**config.mk**
```make
export PLATFORM = sky130hd
export DESIGN_NAME = packet_distributor
export DESIGN_NICKNAME = d
export VERILOG_FILES = /design/src/rtl/aggr_pkg.sv /design/src/rtl/dist_out_reg.sv /design/src/rtl/packet_distributor.sv
export SDC_FILE = /design/constraint.sdc
export NUM_CORES = 1
export LEC_CHECK = 0
export ABC_AREA = 1
export CAP_MARGIN = 20
export CORE_AREA = 2 2 312 314
export DETAILED_ROUTE_END_ITERATION = 10
export DIE_AREA = 0 0 314 316
export HOLD_SLACK_MARGIN = 0.15
export PLACE_DENSITY = 0.49
export REMOVE_ABC_BUFFERS = 1
export SYNTH_ARGS = -nofsm -noshare
export SYNTH_HDL_FRONTEND = slang
export SYNTH_HIERARCHICAL = 1
export SYNTH_SLANG_ARGS = --single-unit
```
**constraint.sdc**
```tcl
create_clock -name clk -period 3.7 [get_ports clk]
set_input_delay 0.37 -clock clk [delete_from_list [all_inputs] [get_ports clk]]
set_output_delay 0.37 -clock clk [all_outputs]
set_load 0.05 [all_outputs]
```
**src/rtl/aggr_pkg.sv**
```systemverilog
// Shared definitions for the two-engine aggregator/distributor pair:
// engine ids, header/body state encoding and the header beat-count rule.
package aggr_pkg;

  localparam logic ENGINE1 = 1'b0;
  localparam logic ENGINE2 = 1'b1;

  localparam int BYTES_PER_BEAT = 8;

  typedef enum logic {
    HEAD = 1'b0,
    BODY = 1'b1
  } dist_state_e;

  // Beats occupied by a packet of len bytes; an empty packet still takes one beat.
  function automatic logic [63:0] beat_count(input logic [63:0] len);
    logic [63:0] n;
    n = (len + 64'(BYTES_PER_BEAT - 1)) >> $clog2(BYTES_PER_BEAT);
    if (n == 64'd0) n = 64'd1;
    return n;
  endfunction

endpackage

```
**src/rtl/dist_out_reg.sv**
```systemverilog
// One-entry output register steering a held beat to engine 1 or engine 2;
// reloads in the same cycle it drains, so throughput is one beat per cycle.
module dist_out_reg
  import aggr_pkg::*;
#(
  parameter int DATA_WIDTH = 256
) (
  input  logic                  clk,
  input  logic                  reset,
  input  logic                  in_valid,
  input  logic [DATA_WIDTH-1:0] in_data,
  input  logic                  in_dest,
  input  logic                  in_last,
  output logic                  in_ready,
  output logic                  out1_valid,
  output logic                  out1_last,
  input  logic                  out1_ready,
  output logic                  out2_valid,
  output logic                  out2_last,
  input  logic                  out2_ready,
  output logic [DATA_WIDTH-1:0] out_data
);

  logic                  valid_q, valid_d;
  logic [DATA_WIDTH-1:0] data_q, data_d;
  logic                  dest_q, dest_d;
  logic                  last_q, last_d;
  logic                  dest_ready;

  always_ff @(posedge clk) begin
    if (reset) begin
      valid_q <= 1'b0;
      data_q  <= '0;
      dest_q  <= ENGINE1;
      last_q  <= 1'b0;
    end else begin
      valid_q <= valid_d;
      data_q  <= data_d;
      dest_q  <= dest_d;
      last_q  <= last_d;
    end
  end

  // Only the engine the held beat is addressed to can release the register.
  assign dest_ready = (dest_q == ENGINE1) ? out1_ready : out2_ready;
  assign in_ready   = !valid_q || dest_ready;

  always_comb begin
    valid_d = valid_q;
    data_d  = data_q;
    dest_d  = dest_q;
    last_d  = last_q;
    if (in_valid && in_ready) begin
      valid_d = 1'b1;
      data_d  = in_data;
      dest_d  = in_dest;
      last_d  = in_last;
    end else if (valid_q && dest_ready) begin
      valid_d = 1'b0;
    end
  end

  assign out1_valid = valid_q && (dest_q == ENGINE1);
  assign out2_valid = valid_q && (dest_q == ENGINE2);
  assign out1_last  = last_q && out1_valid;
  assign out2_last  = last_q && out2_valid;
  assign out_data   = data_q;

endmodule

```
**src/rtl/packet_distributor.sv**
```systemverilog
// Splits one packet stream across two engines, alternating whole packets;
// packet length is taken from the header beat's low LENGTH_WIDTH bits.
module packet_distributor
  import aggr_pkg::*;
#(
  parameter int DATA_WIDTH   = 256,
  parameter int LENGTH_WIDTH = 32,
  parameter int CNT_WIDTH    = 16
) (
  input  logic                  clk,
  input  logic                  reset,
  input  logic                  in_valid,
  input  logic [DATA_WIDTH-1:0] in_data,
  output logic                  in_ready,
  output logic                  out1_valid,
  output logic [DATA_WIDTH-1:0] out1_data,
  output logic                  out1_last,
  input  logic                  out1_ready,
  output logic                  out2_valid,
  output logic [DATA_WIDTH-1:0] out2_data,
  output logic                  out2_last,
  input  logic                  out2_ready,
  output logic [CNT_WIDTH-1:0]  pkt_cnt1,
  output logic [CNT_WIDTH-1:0]  pkt_cnt2
);

  localparam int REM_W = LENGTH_WIDTH - 2;
  localparam logic [REM_W-1:0]     REM_ONE = REM_W'(1);
  localparam logic [CNT_WIDTH-1:0] CNT_ONE = CNT_WIDTH'(1);

  dist_state_e           state_q, state_d;
  logic [REM_W-1:0]      rem_q, rem_d;
  logic                  sel_q, sel_d;
  logic [CNT_WIDTH-1:0]  cnt1_q, cnt1_d;
  logic [CNT_WIDTH-1:0]  cnt2_q, cnt2_d;
  logic [63:0]           n_full;
  logic                  accept;
  logic                  beat_last;
  logic [DATA_WIDTH-1:0] out_data;

  assign n_full = beat_count(64'(in_data[LENGTH_WIDTH-1:0]));
  assign accept = in_valid && in_ready;

  always_ff @(posedge clk) begin
    if (reset) begin
      state_q <= HEAD;
      rem_q   <= '0;
      sel_q   <= ENGINE1;
      cnt1_q  <= '0;
      cnt2_q  <= '0;
    end else begin
      state_q <= state_d;
      rem_q   <= rem_d;
      sel_q   <= sel_d;
      cnt1_q  <= cnt1_d;
      cnt2_q  <= cnt2_d;
    end
  end

  always_comb begin
    state_d = state_q;
    rem_d   = rem_q;
    sel_d   = sel_q;
    cnt1_d  = cnt1_q;
    cnt2_d  = cnt2_q;
    if (accept) begin
      unique case (state_q)
        HEAD: begin
          if (!beat_last) begin
            rem_d   = n_full[REM_W-1:0] - REM_ONE;
            state_d = BODY;
          end
        end
        BODY: begin
          if (beat_last) state_d = HEAD;
          else           rem_d   = rem_q - REM_ONE;
        end
        default: state_d = HEAD;
      endcase
      // A packet is counted once its final beat has been taken in.
      if (beat_last) begin
        sel_d = ~sel_q;
        if (sel_q == ENGINE1) cnt1_d = cnt1_q + CNT_ONE;
        else                  cnt2_d = cnt2_q + CNT_ONE;
      end
    end
  end

  always_comb begin
    beat_last = 1'b0;
    unique case (state_q)
      HEAD:    beat_last = (n_full == 64'd1);
      BODY:    beat_last = (rem_q == REM_ONE);
      default: beat_last = 1'b0;
    endcase
  end

  dist_out_reg #(
    .DATA_WIDTH(DATA_WIDTH)
  ) u_out_reg (
    .clk       (clk),
    .reset     (reset),
    .in_valid  (in_valid),
    .in_data   (in_data),
    .in_dest   (sel_q),
    .in_last   (beat_last),
    .in_ready  (in_ready),
    .out1_valid(out1_valid),
    .out1_last (out1_last),
    .out1_ready(out1_ready),
    .out2_valid(out2_valid),
    .out2_last (out2_last),
    .out2_ready(out2_ready),
    .out_data  (out_data)
  );

  assign out1_data = out_data;
  assign out2_data = out_data;
  assign pkt_cnt1  = cnt1_q;
  assign pkt_cnt2  = cnt2_q;

endmodule

```
==> metrics.yaml <==
routing:
  top_layer: "met5"
  route.met2.wl_um: 46200
  wl_per_cell_um: 19.7
  wl_met3_um: 7520
  drtIter0Drc: 1712
  wl_met1_um: 39800
  viasPerCell: 4.23
  wl_um: 97600
  drtPass1Iterations: 6
  drc: 0
  drtAntennaViolNets: 0
  route.vias.total: 20900
clocking:
  path_clk_slew_ns: 0.05
  clk_path_buf_depth: 3
  cts_buffers: 42
  clock_latency_ns: 0.56
  clock-sinks: 323
  cts_tree: "yes"
  cts_root_buffer: "clkbuf_16"
  htreeDepth: 2
critical_path:
  cp_max_fo: 7
  cp.arrival_ns: 3.92
  path_common_cell: "nand2_1"
  start_kind: "primary input"
  critPathKind: "in2reg"
  worst-path-buf-inv: 2
  crit_chain: "clkdlybuf4s50_1 > nand2_1 > nor2_2 > nand2_1 > nor2_4 > nand4_1 > nand2_1 > nand2_1 > nor2_1 > nand3_1 > nor2_2 > nor2_4 > inv_1 > ha_1 > nand2_1 > nand3b_1 > nor3_1 > nand3_1 > nand2_2 > nand3_2 > o21ai_1 > nand2_1 > nor2_1"
  crit_family: "simple AND/OR/NAND/NOR gates"
  crit_slowest_cell: "clkdlybuf4s50_1"
  critPathMaxStageDelay_ns: 0.59
  worst_setup_path_end_kind: "flip-flop"
  required_ns: 4.20
power_and_ir_drop:
  p_total_mw: 12.5
  irDropWorstVdd_uv: 274
  leakage_nw: 12.8
  powerDensity_nw_per_um2: 431
yosys:
  synth_top_area_share_pct: 33.3
  yosys.area.top_type: "dfxtp_1"
  synth_area_um2: 19400
  ys_types: 40
  ys.warnings.count: 6
  synth_flop_cell: "dfxtp_1"
  syn_avg_cell_area_um2: 6.35
  synth_cells: 3062
  synth_seq_cells: 323
  yosys.cell_count.top_type: "nand2_1"
  synthTopCellsByArea: "dfxtp_1 33%, nand2_1 11%, buf_4 10%"
  async_flop_share_pct: 0
  synth_seq_area_share_pct: 33.3
  synthTopCellsByCount: "569 x nand2_1, 443 x nor2_1, 392 x inv_1"
  synth_edf_count: 0
floorplanning:
  die_width_um: 314
  coreArea_um2: 96000
  die-area_um2: 99200
  start_util_pct: 20.2
  num_io_pins: 810
  core.rowCount: 114
  die_height_um: 316
grt:
  grt_remaining_overflow: 0
  grt_pass1_vias: 19300
  grt_use_total_pct: 18.6
  grt_pass1_wl_um: 136000
  grt_max_degree: 186
  antenna_found_initial: 7
sta:
  hold_viol_final: 0
  fin_setup_tns_ns: 0
  fmax_mhz: 293
  slew_headroom_pct: 23.2
  fin_crit_sh_pct: 92.3
  finalCriticalPeriod_ns: 3.42
  finalSetupViolCount: 0
  drv_slew: 0
  finClkSkew_ns: 0.0162
  max_slew.worst_pin.slew_ns: 1.15
  rsz0062_at_grt: "no"
final_layout:
  final_util_pct: 30.3
  fin_cells: 4949
  syn_to_final_growth_pct: 49.6
  fin_nets: 3910
  drive_above_1_share_pct: 7.06
placement:
  place_inst: 4874
  place_congestion: 0.909
  dpl.hpwl_um: 77600
  port-buffer-count: 809
hold_path:
  min_path_type: "in2reg"
flow_run:
  max_cap_viol_count: 0
status:
  status: "complete, no violations"
[logic make-up after synthesis]
family                     synth area share, %
xor gates and xnor gates                  1.80
AOI/OAI and AO/OA                         10.3
buffers and inverters                     21.9
and+or+nand+nor                           32.3
adders and majority gates                0.386
DFF                                       33.3
[registers in the layout, summed over array words and instances, names as in the netlist]
| signal | cells |
|---|---|
| pkt_cnt2 | 16 |
| pkt_cnt1 | 16 |
| u_out_reg/out_data | 256 |
| rem_q | 30 |
| u_out_reg/last_q | 1 |
| sel_q | 1 |
| u_out_reg/valid_q | 1 |
| u_out_reg/dest_q | 1 |
| state_q | 1 |
[where the power goes]
part           internal (mW)  leakage, nW  switching (mW)
Sequential              3.75         2.67           0.299
Combinational           1.44         9.47            2.91
Clock                   2.49        0.662            1.66
Total                   7.67         12.8            4.87
[metal layers]
layer  up-vias  track usage, %
met1      9652            22.1
li1      10500               -
met4         8            7.26
met5         -               0
met2       638            31.4
met3       108            5.48
[final timing paths]
kind         slack (ns)  cells past startpoint         start                      end
max reg2reg        1.15                     12      rem_q[2]                rem_q[29]
max                0.28                     23    in_data[9]              pkt_cnt2[4]
min reg2reg        0.49                      2  pkt_cnt1[12]             pkt_cnt1[12]
min                0.28                      3      in_valid  u_out_reg/out_data[174]
[cell type report]
type                            instances  area, um^2
Clock inverter                          7         129
Sequential cell                       323        6470
Timing Repair Buffer                  961        9400
Fill cell                           10600       66900
Inverter                              404        1530
Antenna cell                            2        5.00
Clock buffer                           65        1230
Tap cell                             1276        1600
Multi-Input combinational cell       1911        8730
[tightest hold or removal path, cell delays in order]
cell,delay (ns)
buf_8,0.19
a21oi_1,0.18
nor2_1,0.05
[stage by stage]
step	setup WS (ns)	area [um^2]	hold WS, ns
after floorplan	-5.00	16700	0.439
after global placement	-0.387	27700	0.472
after detailed placement	-0.448	27700	0.487
after CTS	0.142	29000	0.252
after global routing	0.0269	29100	0.289
final	0.285	29100	0.281
[layout by cell type, fill, tap and decap left out, drive strengths merged, types with 29 or more instances in the layout]
cell,instances
buf,154
a21oi,328
nand4,35
nor2,460
nand2,578
nand3,355
xor2,29
inv,402
dfxtp,323
clkbuf,65
clkdlybuf4s50,807
o21ai,51
[timing repair]
item                       CTS  global route
setup endpoints to repair    0            34
hold buffers                 0             0
buffers inserted             0             0
resized for setup            0             6
No activity file was read; power rests on OpenSTA's default activity.
